--- src/rtl/demux_router.sv ---
// demux_router: steers each incoming message to one of three decryptor
// channels. The channel is taken from 'select' on the first word of a message
// and held until the terminator word; messages opened with select==3 are
// swallowed and flagged with a one-cycle error pulse.
module demux_router #(
  parameter int                 D_WIDTH   = 8,
  parameter logic [D_WIDTH-1:0] TERM      = 8'hFA,
  parameter int                 CNT_WIDTH = 16
) (
  input  logic                 clk,
  input  logic                 rst_n,
  input  logic [1:0]           select,
  input  logic [D_WIDTH-1:0]   data_i,
  input  logic                 valid_i,
  output logic [D_WIDTH-1:0]   data0_o,
  output logic                 valid0_o,
  output logic [D_WIDTH-1:0]   data1_o,
  output logic                 valid1_o,
  output logic [D_WIDTH-1:0]   data2_o,
  output logic                 valid2_o,
  output logic                 busy_o,
  output logic [CNT_WIDTH-1:0] count_o,
  output logic                 err_o
);

  typedef enum logic [1:0] {
    IDLE  = 2'd0,
    ROUTE = 2'd1,
    DROP  = 2'd2
  } state_t;

  localparam logic [CNT_WIDTH-1:0] CNT_ONE = {{(CNT_WIDTH-1){1'b0}}, 1'b1};

  state_t               state_q, state_d;
  logic [1:0]           sel_q, sel_d;
  logic [CNT_WIDTH-1:0] count_q, count_d;
  logic                 err_q, err_d;
  logic                 busy_q, busy_d;
  logic [D_WIDTH-1:0]   data0_q, data0_d;
  logic [D_WIDTH-1:0]   data1_q, data1_d;
  logic [D_WIDTH-1:0]   data2_q, data2_d;
  logic                 valid0_q, valid0_d;
  logic                 valid1_q, valid1_d;
  logic                 valid2_q, valid2_d;

  logic                 route_en;
  logic [1:0]           route_ch;
  logic                 is_term;

  // Word counter stops at all-ones instead of wrapping.
  function automatic logic [CNT_WIDTH-1:0] sat_inc(input logic [CNT_WIDTH-1:0] c);
    if (&c) begin
      return c;
    end
    return c + CNT_ONE;
  endfunction

  assign is_term = (data_i == TERM);

  // Next-state decode: FSM transitions, counter update and channel steering.
  always_comb begin
    state_d  = state_q;
    sel_d    = sel_q;
    count_d  = count_q;
    err_d    = 1'b0;
    route_en = 1'b0;
    route_ch = sel_q;
    valid0_d = 1'b0;
    valid1_d = 1'b0;
    valid2_d = 1'b0;
    data0_d  = data0_q;
    data1_d  = data1_q;
    data2_d  = data2_q;

    case (state_q)
      IDLE: begin
        if (valid_i) begin
          // First word of a message: counter restarts regardless of outcome.
          count_d = CNT_ONE;
          if (select == 2'd3) begin
            err_d   = 1'b1;
            state_d = is_term ? IDLE : DROP;
          end else begin
            sel_d    = select;
            route_en = 1'b1;
            route_ch = select;
            state_d  = is_term ? IDLE : ROUTE;
          end
        end
      end
      ROUTE: begin
        // select is ignored here; the channel stays locked in sel_q.
        if (valid_i) begin
          route_en = 1'b1;
          route_ch = sel_q;
          count_d  = sat_inc(count_q);
          if (is_term) begin
            state_d = IDLE;
          end
        end
      end
      DROP: begin
        if (valid_i) begin
          count_d = sat_inc(count_q);
          if (is_term) begin
            state_d = IDLE;
          end
        end
      end
      default: begin
        state_d = IDLE;
      end
    endcase

    // Only the selected channel sees a pulse and a new word; others hold.
    if (route_en) begin
      case (route_ch)
        2'd0: begin
          valid0_d = 1'b1;
          data0_d  = data_i;
        end
        2'd1: begin
          valid1_d = 1'b1;
          data1_d  = data_i;
        end
        2'd2: begin
          valid2_d = 1'b1;
          data2_d  = data_i;
        end
        default: begin
          valid0_d = 1'b0;
        end
      endcase
    end

    busy_d = (state_d != IDLE);
  end

  // State and registered outputs; reset aborts any message in flight.
  always_ff @(posedge clk or negedge rst_n) begin
    if (!rst_n) begin
      state_q  <= IDLE;
      sel_q    <= 2'd0;
      count_q  <= '0;
      err_q    <= 1'b0;
      busy_q   <= 1'b0;
      data0_q  <= '0;
      data1_q  <= '0;
      data2_q  <= '0;
      valid0_q <= 1'b0;
      valid1_q <= 1'b0;
      valid2_q <= 1'b0;
    end else begin
      state_q  <= state_d;
      sel_q    <= sel_d;
      count_q  <= count_d;
      err_q    <= err_d;
      busy_q   <= busy_d;
      data0_q  <= data0_d;
      data1_q  <= data1_d;
      data2_q  <= data2_d;
      valid0_q <= valid0_d;
      valid1_q <= valid1_d;
      valid2_q <= valid2_d;
    end
  end

  assign data0_o  = data0_q;
  assign data1_o  = data1_q;
  assign data2_o  = data2_q;
  assign valid0_o = valid0_q;
  assign valid1_o = valid1_q;
  assign valid2_o = valid2_q;
  assign busy_o   = busy_q;
  assign count_o  = count_q;
  assign err_o    = err_q;

endmodule

--- config.mk ---
export PLATFORM = sky130hd
export DESIGN_NAME = demux_router
export DESIGN_NICKNAME = d
export VERILOG_FILES = /design/src/rtl/demux_router.sv
export SDC_FILE = /design/constraint.sdc
export NUM_CORES = 1
export LEC_CHECK = 0
export CELL_PAD_IN_SITES_DETAIL_PLACEMENT = 1
export CELL_PAD_IN_SITES_GLOBAL_PLACEMENT = 2
export CORE_ASPECT_RATIO = 0.6
export CORE_MARGIN = 5
export CORE_UTILIZATION = 32
export CTS_CLUSTER_DIAMETER = 100
export DETAILED_ROUTE_END_ITERATION = 7
export GPL_TIMING_DRIVEN = 0
export PLACE_DENSITY = 0.77
export SYNTH_ARGS = -nofsm -noshare
export SYNTH_HDL_FRONTEND = slang
export SYNTH_SLANG_ARGS = --single-unit
export TNS_END_PERCENT = 30
--- constraint.sdc ---
create_clock -name clk -period 3 [get_ports clk]
set_input_delay 0.3 -clock clk [delete_from_list [all_inputs] [get_ports clk]]
set_output_delay 0.3 -clock clk [all_outputs]
set_load 0.1 [all_outputs]
* Word-level counts from Yosys, hierarchy flattened *
Index checks and enable logic that the tools add are counted.

storage, ports and cells
  register bits after elaboration = 49
  input port bits = 13
  logic and storage cells = 65

cells by class
  add/sub/neg operators = 1
  equality and inequality tests = 9
  multiplexer cells = 34
  reductions and logical operators = 10

operators by type and width
  kind                                                  number
  2-to-1 mux 16 bit                                     6
  case mux 16 bit (3 select lines)                      1
  2-to-1 mux 1 bit                                      17
  adder 16 x 1 -> 16 bit (second input constant)        1
  2-to-1 mux 2 bit                                      8
  AND reduction 16 bit                                  1
  equality test 8 bit (second input constant)           1
  equality test 2 bit (second input constant)           3
  != test 2 bit (second input constant)                 3
  AND reduction 2 bit                                   3
  equality test 2 x 1 -> 1 bit (second input constant)  2
  logical NOT 2 bit                                     2
  case mux 2 bit (2 select lines)                       1
  AND reduction 4 bit                                   1
  nonzero test 3 bit                                    1
  case mux 1 bit (2 select lines)                       1
  nonzero test 2 bit                                    1
  OR reduction 2 bit                                    1

* Logic depth before layout (Yosys ltp) *
Gate-level depths: netlist of run 1.

  depth after elaboration = 7
  gate-level depth with buffers = 8
  gate-level depth less buffers = 6

* Least setup slack after synthesis of run 1 *
Ideal clock, no wire load.

  path type = register to register
  start point = register count_q[0], in the netlist count_o[0]
  end point = register count_q[0], in the netlist count_o[0]
  library setup time = 126 ps
  data arrival time = 2527 ps
  data required time = 2874 ps
  path slack = 347 ps
  stages on the path, launching flop included = 7
  path buffers = 1
  path through = dfrtp_1 ha_1 nand3_1 nor3_1 a21o_1 buf_2 mux2_2

on the way
  word-level cells in the longest chain between the ends = 7
  elaborated cells on any way between the ends = 12

RTL lines
  element                                                                         line  text
  start, declared                                                                 36    logic [CNT_WIDTH-1:0] count_q, count_d;
  start signal, assigned                                                          156   count_q <= count_d;
  parallel branches: the longest is 6 deep, another holds adder 16 x 1 -> 16 bit  -
  case mux 16 bit (3 select lines) *                                              75    case (state_q)

Mark *: on every way between the ends. The select of a mux whose other input is x is not followed.
A chain may end at the register's enable or synchronous reset.

* Final worst setup path of run 1 *
Same ends and word-level chain as after synthesis.

==> results of run 1 <==
==> kinds of logic after synthesis <==
group	count (synthesis)	synth area share
buffers and inverters	16	0.0378
and+or+nand+nor	68	0.174
AOI/OAI and AO/OA	40	0.124
adders and majority gates	5	0.0259
DFF	49	0.508
muxes	28	0.130
==> metrics by stage <==
| stage | cell area, um2 | setup WS (ps) | std cells | utilization |
|---|---|---|---|---|
| after floorplan | 2410 | 347 | 206 | - |
| after global placement | 3110 | 14.9 | 367 | 0.427 |
| after detailed placement | 3130 | 578 | 368 | 0.429 |
| after CTS | 3310 | 558 | 376 | 0.453 |
| after global routing | 3310 | 380 | 376 | 0.453 |
| final | 3310 | 554 | 376 | 0.453 |
==> flip-flops by register name, indices dropped and copies added (netlist names), 2 cells and up <==
name and flops:
count_o 16, data0_o 8, data1_o 8, data2_o 8, sel_q 2, state_q 2
==> worst max-delay path, cell delays in order (launching register included) <==
cell and delay, ps:
dfrtp_1 450, ha_1 240, nand3_1 320, nor3_1 520
a21o_1 180, buf_2 250, mux2_2 360
==> cells in the final DEF, fill, tap and decap left out, drive strengths merged, types with 2 or more instances in the layout <==
| cell | n |
|---|---|
| a211o | 3 |
| a211oi | 4 |
| a21o | 2 |
| a21oi | 3 |
| a221o | 3 |
| a221oi | 2 |
| a22o | 4 |
| and3 | 6 |
| and3b | 2 |
| buf | 6 |
| clkbuf | 9 |
| clkdlybuf4s50 | 56 |
| dfrtp | 49 |
| ha | 5 |
| inv | 9 |
| mux2 | 27 |
| nand2 | 12 |
| nand2b | 3 |
| nand3 | 10 |
| nand4 | 4 |
| nand4b | 2 |
| nor2 | 6 |
| nor2b | 2 |
| nor3 | 6 |
| nor4b | 2 |
| o211ai | 2 |
| o21ai | 8 |
| o31ai | 4 |
| or3 | 5 |
==> routing by layer <==
layer,up-vias,global-route usage
met5,-,0
met4,0,0.0369
met3,6,0.0338
met2,30,0.214
met1,947,0.222
li1,906,-
==> how the worst max path moves through the flow <==
stage,from,endpoint,slack [ps],cells after the start
final,count_o[0]$_DFFE_PN0P_,count_o[0]$_DFFE_PN0P_,550,6
after global routing,count_o[0]$_DFFE_PN0P_,count_o[0]$_DFFE_PN0P_,380,6
after CTS,count_o[0]$_DFFE_PN0P_,count_o[0]$_DFFE_PN0P_,560,6
after detailed placement,count_o[0]$_DFFE_PN0P_,count_o[0]$_DFFE_PN0P_,580,6
after global placement,rst_n,count_o[12]$_DFFE_PN0P_,10,1
after floorplan,count_o[0]$_DFFE_PN0P_,count_o[0]$_DFFE_PN0P_,350,6
==> layout make-up <==
class	instances	share of cell area
Sequential cell	49	0.371
Clock buffer	6	0.0420
Tap cell	104	0.0394
Timing Repair Buffer	58	0.177
Buffer	7	0.0174
Multi-Input combinational cell	141	0.332
Clock inverter	2	0.0114
Inverter	9	0.0102
==> load_flow_metrics.sql, run 1 <==
INSERT INTO impl_metrics (metric_group, metric, value, unit) VALUES
('run_status', 'run_status', 'finished clean', ''),
('worst_setup_path', 'rr_endpoint', 'count_o[0]$_DFFE_PN0P_', ''),
('drt', 'top_layer_used', 'met4', ''),
('worst_setup_path', 'end_kind', 'flop', ''),
('timing', 'finalMaxSlewViolations', '0', ''),
('synth', 'synth-seq-cells', '49', ''),
('clock_tree', 'number_of_buffers_created_by_cts', '5', ''),
('synth', 'ys_async_sr_fraction', '1.00', ''),
('clock_tree', 'clockBufferDepth', '2', ''),
('drt', 'drc', '0', ''),
('run', 'drv_cap', '0', ''),
('global_route', 'first_global_vias', '1947', ''),
('cells_and_area', 'register_area', '1230', 'um2'),
('synth', 'synth.cell_area', '2410', 'um2'),
('synth', 'synth.net_count', '224', ''),
('worst_setup_path', 'critical_path_peak_fanout', '10', ''),
('timing', 'timing.hold.ws', '21.0', 'ps'),
('timing', 'setup_viol', '0', ''),
('worst_setup_path', 'crit_required', '3180', 'ps'),
('floorplanning', 'die_area', '9440', 'um2'),
('placed_design', 'gp_routability_congestion', '0.744', ''),
('clock_tree', 'cts.sinks', '49', ''),
('global_route', 'grt_max_degree', '27', ''),
('synth', 'synth_area_per_cell', '11.7', 'um2'),
('clock_tree', 'post-cts-setup-buffers', '0', ''),
('clock_tree', 'cts.root.buffer_cell', 'clkbuf_16', ''),
('drt', 'final_antenna_net_count', '0', ''),
('synth', 'cell_with_the_most_instances_after_synthesis', 'dfrtp_1', ''),
('floorplanning', 'core_area', '7300', 'um2'),
('floorplanning', 'chipWidth', '122', 'um'),
('synth', 'synth-edff-count', '0', ''),
('timing', 'maxClockFrequency', '409', 'MHz'),
('timing', 'hold_viol', '0', ''),
('floorplanning', 'row_count', '24', ''),
('global_route', 'total_congestion_overflow', '0', ''),
('cells_and_area', 'multi_input_comb_area', '1100', 'um2'),
('timing', 'fin_crit', '2450', 'ps'),
('cells_and_area', 'area_growth', '37.0', '%'),
('floorplanning', 'die_height', '77.3', 'um'),
('worst_setup_path', 'cp_data_arrival_time', '2620', 'ps'),
('timing', 'clock-skew-final', '5.51', 'ps'),
('drt', 'detailedRoute.firstIterationViolations', '45', ''),
('timing', 'timing.final.crit_share', '0.815', ''),
('clock_tree', 'later_pin_clock_latency_in_the_skew_report', '290', 'ps'),
('worst_setup_path', 'reg2reg_launch_point', 'count_o[0]$_DFFE_PN0P_', ''),
('drt', 'wirelength', '6.57', 'mm'),
('synth', 'synth_sequential_area_ratio', '0.508', ''),
('timing', 'unrepaired_setup_endpoints_after_global_routing', 'false', ''),
('synth', 'synth_top_cell_by_area', 'dfrtp_1', ''),
('clock_tree', 'post_cts.resized_instances', '0', ''),
('placed_design', 'port-buffer-count', '57', ''),
('placed_design', 'post-dp-hpwl', '4.87', 'mm'),
('floorplanning', 'io_pins', '58', ''),
('global_route', 'grt_antenna_before_repair', '0', ''),
('drt', 'detail_route.first_pass.iterations', '4', ''),
('drt', 'detailroute.wirelength.met3', '207', 'um'),
('drt', 'route.layer.met1.wl', '3.55', 'mm'),
('drt', 'wl_per_cell', '17.5', 'um'),
('worst_setup_path', 'cp_startpoint_kind', 'flop', ''),
('synth', 'synth_area_leaders', 'dfrtp_1 51%, mux2_2 13%, ha_1 2.6%, nand3_1 2.1%, nand2_1 1.9%', ''),
('synth', 'post_synth_inst_count', '206', ''),
('synth', 'synth.cells.most_frequent', '49 x dfrtp_1, 27 x mux2_2, 12 x nand2_1', ''),
('floorplanning', 'floorplan.initialDensity', '0.331', ''),
('worst_setup_path', 'worst_r2r_path_depth', '6', ''),
('global_route', 'grt_pass1_wl', '11.0', 'mm'),
('clock_tree', 'cts-hold-fix-buffers', '0', ''),
('worst_setup_path', 'timing.setup.critical_path_class', 'flop to flop', ''),
('synth', 'post_synth_num_cell_types', '52', ''),
('cells_and_area', 'nFillCells', '804', ''),
('drt', 'num_vias', '1889', ''),
('timing', 'max_slew_margin', '0.337', '');
Power of run 1 is not shown: default switching activity piles up to over one toggle a cycle in this logic, so the estimate is an artifact.
==> run 2: changes to the inputs <==
--- a/config.mk
+++ b/config.mk
@@ -9,11 +9,11 @@
 export CELL_PAD_IN_SITES_GLOBAL_PLACEMENT = 2
 export CORE_ASPECT_RATIO = 0.6
 export CORE_MARGIN = 5
-export CORE_UTILIZATION = 32
+export CORE_UTILIZATION = 29
 export CTS_CLUSTER_DIAMETER = 100
 export DETAILED_ROUTE_END_ITERATION = 7
 export GPL_TIMING_DRIVEN = 0
-export PLACE_DENSITY = 0.77
+export PLACE_DENSITY = 0.73
 export SYNTH_ARGS = -nofsm -noshare
 export SYNTH_HDL_FRONTEND = slang
 export SYNTH_SLANG_ARGS = --single-unit
==> constraint.sdc (replaced) <==
create_clock -name clk -period 2.05 [get_ports clk]
set_input_delay 0.205 -clock clk [delete_from_list [all_inputs] [get_ports clk]]
set_output_delay 0.205 -clock clk [all_outputs]
set_load 0.1 [all_outputs]
==> run 2 against run 1 <==
Compared with the run above: sequential share of layout area down 0.86 points; first-iteration DRC count rose to 2.5 times the previous value; flip-flop and latch count unchanged; global-route usage down 0.87 points; fmax up 20%; wire length up 6.7%; design area up 6.2%; final cell count up 2.9%; non-clock buffer count up 6; worst hold slack better by 320 ps.
==> load_flow_metrics.sql, run 2 (synthesized netlist as in run 1, its figures left out) <==
INSERT INTO impl_metrics (metric_group, metric, value, unit) VALUES
('run_status', 'run_status', 'finished clean', ''),
('worst_setup_path', 'critical_path_peak_fanout', '7', ''),
('cells_and_area', 'final_cells', '387', ''),
('global_route', 'grt_antenna_before_repair', '0', ''),
('run', 'drv_cap', '0', ''),
('placed_design', 'placement.setup.worst_slack', '-244', 'ps'),
('timing', 'clock-skew-final', '3.34', 'ps'),
('worst_setup_path', 'critical_path_buf_inv_count', '1', ''),
('floorplanning', 'io_pins', '58', ''),
('drt', 'detailroute.wirelength.met3', '246', 'um'),
('timing', 'max_slew_margin', '0.332', ''),
('global_route', 'first_global_vias', '1987', ''),
('floorplanning', 'floorplan.initialDensity', '0.303', ''),
('clock_tree', 'clock_tree_from_tritoncts', 'yes', ''),
('timing', 'worst_slack', '17.4', 'ps'),
('drt', 'met2_length', '3.12', 'mm'),
('global_route', 'global_route.usage.total', '0.140', ''),
('floorplanning', 'chipWidth', '128', 'um'),
('drt', 'drc', '0', ''),
('timing', 'totalNegativeSetupSlack', '0', 'ps'),
('cells_and_area', 'final_layout_size_suffix_gt1_frac', '0.330', ''),
('drt', 'detail_route.first_pass.iterations', '4', ''),
('worst_setup_path', 'cp_data_arrival_time', '2250', 'ps'),
('drt', 'wirelength', '7.01', 'mm'),
('timing', 'finalMaxSlewViolations', '0', ''),
('timing', 'hold_viol', '0', ''),
('timing', 'transition_time_at_the_pin_with_the_least_slew_margin', '998', 'ps'),
('cells_and_area', 'final_net_count', '296', ''),
('clock_tree', 'clkTransAtPathRegs', '70', 'ps'),
('drt', 'route.layer.met1.wl', '3.58', 'mm'),
('floorplanning', 'die_area', '10300', 'um2'),
('floorplanning', 'core_area', '7980', 'um2'),
('worst_hold_path', 'hp-class', 'input port to async pin', ''),
('global_route', 'grt_pass1_wl', '11.0', 'mm'),
('cells_and_area', 'num_antenna_cells', '0', ''),
('timing', 'fin_crit', '2030', 'ps'),
('drt', 'vias_per_cell', '5.08', ''),
('clock_tree', 'number_of_buffers_created_by_cts', '5', ''),
('worst_setup_path', 'timing.setup.critical_path_class', 'flop to flop', ''),
('cells_and_area', 'final_common_cell', 'clkdlybuf4s50_1', ''),
('placed_design', 'post-dp-hpwl', '4.96', 'mm'),
('drt', 'top_layer_used', 'met4', ''),
('drt', 'detailedRoute.firstIterationViolations', '113', ''),
('worst_setup_path', 'setup.reg_to_reg.worst_slack', '20', 'ps'),
('clock_tree', 'later_pin_clock_latency_in_the_skew_report', '290', 'ps'),
('placed_design', 'port-buffer-count', '57', ''),
('clock_tree', 'cts-htree-levels', '2', ''),
('floorplanning', 'die_height', '80.7', 'um'),
('drt', 'num_vias', '1965', ''),
('clock_tree', 'cts.root.buffer_cell', 'clkbuf_16', ''),
('clock_tree', 'cts.sinks', '49', ''),
('cells_and_area', 'commonest_cells_after_routing_fill_and_taps_aside', '38 x clkdlybuf4s50_1, 34 x dfrtp_1, 27 x mux2_2, 14 x dlygate4sd2_1, 12 x nand2_1', ''),
('drt', 'final_antenna_net_count', '0', ''),
('worst_setup_path', 'max_stage_delay', '520', 'ps'),
('cells_and_area', 'flip_flop_count_of_the_largest_register_after_layout', '16', ''),
('global_route', 'grt_max_degree', '38', ''),
('worst_setup_path', 'timing.critical_path.cells', 'buf_6, ha_4, or3_4, a21o_4, or4b_4, nand3_2', ''),
('placed_design', 'dpl.cell_count', '372', ''),
('cells_and_area', 'area_growth', '45.5', '%'),
('timing', 'setup_viol', '0', ''),
('worst_setup_path', 'crit_slowest_cell', 'or4b_4', ''),
('worst_setup_path', 'end_kind', 'flop', ''),
('worst_setup_path', 'cp_startpoint_kind', 'flop', ''),
('timing', 'unrepaired_setup_endpoints_after_global_routing', 'true', ''),
('global_route', 'total_congestion_overflow', '0', ''),
('drt', 'wl_per_cell', '18.1', 'um'),
('timing', 'maxClockFrequency', '492', 'MHz'),
('timing', 'timing.final.crit_share', '0.992', ''),
('floorplanning', 'row_count', '25', ''),
('worst_setup_path', 'cpLargestDelayFamily', 'simple AND/OR/NAND/NOR gates', ''),
('placed_design', 'gp_routability_congestion', '0.748', ''),
('worst_setup_path', 'crit_required', '2270', 'ps'),
('clock_tree', 'clockBufferDepth', '2', ''),
('timing', 'timing.hold.ws', '337', 'ps');
-- run 2: cell types whose count changed in the layout (fill, tap and decap cells not counted), sizes merged --
| cell | before | now |
|---|---|---|
| dlygate4sd3 | 0 | 1 |
| clkdlybuf4s50 | 56 | 38 |
| dlymetal6s2s | 0 | 4 |
| a21o | 2 | 3 |
| clkinvlp | 1 | 0 |
| bufinv | 1 | 0 |
| dlygate4sd2 | 0 | 14 |
| buf | 6 | 11 |
| clkinv | 0 | 2 |
-- run 2: area by class of cell --
class,count,area [um2]
flip-flops and latches,49,1270
fillers,875,4460
repair buffers,66,657
clock buffers,6,139
multi-input cells,142,1210
inverters,9,33.8
clock inverters,2,13.8
plain buffers,5,47.5
well taps,108,135
-- run 2: per-stage QoR --
step                      cell area [um2]   util
after floorplan                      2470      -
after global placement               3180  0.398
after detailed placement             3190  0.400
after CTS                            3430  0.430
after global routing                 3510  0.440
final                                3510  0.440
-- run 2: layer usage --
metal / GRT usage / up-vias
met5: 0 / -
met4: 0.0318 / 0
met3: 0.0339 / 6
met2: 0.208 / 23
met1: 0.203 / 1012
li1: - / 924
-- run 2: worst paths after layout --
check	start	endpoint	cells past startpoint
max	state_q[1]$_DFF_PN0_	count_o[13]$_DFFE_PN0P_	6
min in group clk	data0_o[6]$_DFFE_PN0P_	data0_o[6]$_DFFE_PN0P_	1
max in group asynchronous	rst_n	count_o[4]$_DFFE_PN0P_	3
min reg2reg	data0_o[6]$_DFFE_PN0P_	data0_o[6]$_DFFE_PN0P_	1
min	rst_n	data2_o[4]$_DFFE_PN0P_	2
max reg2reg	state_q[1]$_DFF_PN0_	count_o[13]$_DFFE_PN0P_	6
-- run 2: what timing repair did --
action / 4_1_cts / 5_1_grt
pin swaps: 3 / 3
gates resized for setup: 20 / 19
endpoints found under the setup margin: 54 / 35
buffers inserted: 7 / 0
gates cloned: 1 / 0
hold endpoints to repair: 12 / 0
hold buffers: 1 / 0
Power of run 2 is left out for the same reason.
==> run 3: changes to the inputs <==
--- a/config.mk
+++ b/config.mk
@@ -14,6 +14,8 @@
 export DETAILED_ROUTE_END_ITERATION = 7
 export GPL_TIMING_DRIVEN = 0
 export PLACE_DENSITY = 0.73
+export RECOVER_POWER = 50
+export SETUP_SLACK_MARGIN = 0.2
 export SYNTH_ARGS = -nofsm -noshare
 export SYNTH_HDL_FRONTEND = slang
 export SYNTH_SLANG_ARGS = --single-unit
==> run 3 against run 2 <==
Compared with the run above: the flow now finishes with violations (setup timing); flip-flop and latch count unchanged; utilization up 3.8 points; clock-buffer cell count is 1 lower; wire length rose by 9.1%; fmax is 4.3% lower; highest routed layer unchanged; clock skew up 6.0 ps; critical endpoint is now data0_o[7]$_DFFE_PN0P_.
==> load_flow_metrics.sql, run 3 (synthesized netlist as in run 1, its figures left out) <==
INSERT INTO impl_metrics (metric_group, metric, value, unit) VALUES
('worst_setup_path', 'cp_startpoint_kind', 'flop', ''),
('cells_and_area', 'final_net_count', '315', ''),
('cells_and_area', 'final_layout_size_suffix_gt1_frac', '0.406', ''),
('placed_design', 'post-dp-hpwl', '5.14', 'mm'),
('timing', 'hold_viol', '0', ''),
('drt', 'wl_per_cell', '18.8', 'um'),
('floorplanning', 'core_area', '7980', 'um2'),
('floorplanning', 'row_count', '25', ''),
('drt', 'detail_route.first_pass.iterations', '4', ''),
('placed_design', 'port-buffer-count', '57', ''),
('placed_design', 'dpl.cell_count', '372', ''),
('placed_design', 'gp_routability_congestion', '0.735', ''),
('worst_hold_path', 'hold_start', 'data0_o[3]$_DFFE_PN0P_', ''),
('cells_and_area', 'final_cells', '406', ''),
('worst_setup_path', 'max_stage_delay', '420', 'ps'),
('timing', 'timing.final.crit_share', '1.04', ''),
('floorplanning', 'die_area', '10300', 'um2'),
('worst_setup_path', 'critical_path_buf_inv_count', '4', ''),
('cells_and_area', 'final_cell_area', '3810', 'um2'),
('worst_setup_path', 'timing.setup.critical_path_class', 'flop to flop', ''),
('timing', 'fin_crit', '2120', 'ps'),
('global_route', 'global_route.usage.total', '0.151', ''),
('timing', 'transition_time_at_the_pin_with_the_least_slew_margin', '1160', 'ps'),
('worst_hold_path', 'hp-class', 'flop to flop', ''),
('clock_tree', 'cts.root.buffer_cell', 'clkbuf_16', ''),
('placed_design', 'post_dp_cell_area', '3260', 'um2'),
('global_route', 'grt_antenna_before_repair', '0', ''),
('drt', 'num_vias', '2013', ''),
('placed_design', 'placement.setup.worst_slack', '-217', 'ps'),
('worst_setup_path', 'reg2reg_launch_point', 'state_q[0]$_DFF_PN0_', ''),
('clock_tree', 'cts-htree-levels', '2', ''),
('timing', 'clock-skew-final', '9.33', 'ps'),
('floorplanning', 'io_pins', '58', ''),
('worst_setup_path', 'rr_endpoint', 'data0_o[7]$_DFFE_PN0P_', ''),
('worst_setup_path', 'cp-endpoint', 'data0_o[7]$_DFFE_PN0P_', ''),
('cells_and_area', 'commonest_cells_after_routing_fill_and_taps_aside', '33 x dfrtp_1, 31 x dlygate4sd2_1, 17 x mux2_4, 14 x buf_4, 12 x nand2_1', ''),
('cells_and_area', 'multi_input_comb_area', '1350', 'um2'),
('run_status', 'violated_checks', 'setup timing', ''),
('drt', 'vias_per_cell', '4.96', ''),
('run', 'drv_cap', '0', ''),
('drt', 'detailedRoute.firstIterationViolations', '161', ''),
('cells_and_area', 'final_common_cell', 'dfrtp_1', ''),
('worst_setup_path', 'worst_r2r_path_depth', '9', ''),
('clock_tree', 'number_of_buffers_created_by_cts', '5', ''),
('timing', 'maxClockFrequency', '471', 'MHz'),
('floorplanning', 'die_height', '80.7', 'um'),
('worst_setup_path', 'end_kind', 'flop', ''),
('cells_and_area', 'flip_flop_count_of_the_largest_register_after_layout', '16', ''),
('drt', 'drc', '0', ''),
('clock_tree', 'clockBufferDepth', '2', ''),
('worst_setup_path', 'setup.reg_to_reg.worst_slack', '-70', 'ps'),
('global_route', 'grt_pass1_wl', '12.0', 'mm'),
('clock_tree', 'clock_tree_from_tritoncts', 'yes', ''),
('timing', 'finalMaxSlewViolations', '0', ''),
('timing', 'worst_slack', '-74.5', 'ps'),
('drt', 'wirelength', '7.64', 'mm'),
('floorplanning', 'chipWidth', '128', 'um'),
('clock_tree', 'cts.sinks', '49', ''),
('worst_setup_path', 'critical_path_peak_fanout', '5', ''),
('cells_and_area', 'num_antenna_cells', '0', ''),
('drt', 'final_antenna_net_count', '0', ''),
('clock_tree', 'later_pin_clock_latency_in_the_skew_report', '300', 'ps'),
('worst_setup_path', 'cp-startpoint', 'state_q[0]$_DFF_PN0_', ''),
('cells_and_area', 'register_area', '1270', 'um2'),
('worst_setup_path', 'cpLargestDelayFamily', 'buffers and inverters', ''),
('global_route', 'first_global_vias', '2113', ''),
('timing', 'timing.hold.ws', '502', 'ps'),
('clock_tree', 'clkTransAtPathRegs', '70', 'ps'),
('timing', 'setup_viol', '16', ''),
('global_route', 'grt_max_degree', '31', ''),
('timing', 'unrepaired_setup_endpoints_after_global_routing', 'true', ''),
('worst_setup_path', 'cp.depth', '9', ''),
('worst_setup_path', 'crit_slowest_cell', 'dfrtp_1', ''),
('worst_setup_path', 'critical_path.most_common_cell', 'buf_6', ''),
('floorplanning', 'floorplan.initialDensity', '0.303', ''),
('global_route', 'total_congestion_overflow', '0', ''),
('cells_and_area', 'nFillCells', '830', ''),
('worst_setup_path', 'crit_required', '2230', 'ps'),
('cells_and_area', 'area_growth', '58.1', '%'),
('worst_setup_path', 'cp_data_arrival_time', '2310', 'ps'),
('run_status', 'run_status', 'finished, violations left', ''),
('worst_setup_path', 'timing.critical_path.cells', 'inv_2, ha_4, buf_6, buf_6, and3b_2, o22a_4, nand3b_1, buf_6, mux2_4', ''),
('timing', 'max_slew_margin', '0.227', '');
## run 3: changes by cell type in the layout (fill, tap and decap cells not counted), moves of 2 or more
cell             previous run  this run
buf_4                       5        14
buf_6                       2         9
clkbuf_2                    0         4
clkdlybuf4s15_1             0         7
clkdlybuf4s50_1            38        11
dlygate4sd2_1              14        31
mux2_2                     27        10
mux2_4                      0        17
nand3_4                     1         3
nor3_1                      4         2
nor3_2                      1         3
## run 3: worst min path at each step
| stage | slack [ps] | end | cells past startpoint |
|---|---|---|---|
| after floorplan | -90 | busy_o$_DFF_PN0_ | 0 |
| after global placement | 490 | data0_o[3]$_DFFE_PN0P_ | 1 |
| after detailed placement | 210 | data2_o[5]$_DFFE_PN0P_ | 1 |
| after CTS | 420 | count_o[5]$_DFFE_PN0P_ | 2 |
| after global routing | 520 | data0_o[1]$_DFFE_PN0P_ | 1 |
| final | 500 | data0_o[3]$_DFFE_PN0P_ | 1 |
## run 3: cell type report
type,count,area share
buffer,7,0.0184
sequential,49,0.334
clock inverter,3,0.0115
inverter,9,0.00886
multi-input combinational,142,0.353
clock buffer,5,0.0328
tap,108,0.0354
timing repair buffer,83,0.207
## run 3: timing repair
action | in CTS | in global routing
endpoints found under the setup margin | 87 | 56
endpoints found under the hold margin | 19 | 0
hold buffers | 1 | 0
gates cloned | 1 | 1
setup buffers | 20 | 3
pin swaps | 9 | 6
resized for setup | 79 | 30
## run 3: metal layers
layer | share of wire | global-route usage | vias to the layer above
li1 | - | - | 965
met3 | 0.026 | 0.0306 | 8
met4 | 0.011 | 0.0445 | 0
met5 | 0 | 0 | -
met2 | 0.42 | 0.216 | 20
met1 | 0.55 | 0.226 | 1020
## run 3: worst register-to-register path: stages (launching register included)
cell and delay, ps:
dfrtp_1 420, inv_2 80, ha_4 160, buf_6 110
buf_6 110, and3b_2 210, o22a_4 220, nand3b_1 210
buf_6 180, mux2_4 300
## run 3: per-stage QoR
stage / utilization / TNS [ps]
floorplan: - / 0
global placement: 0.407 / -47150
detailed placement: 0.408 / -4190
CTS: 0.464 / -463
global route: 0.478 / -5970
finish: 0.478 / -611
Power of run 3 is left out for the same reason.
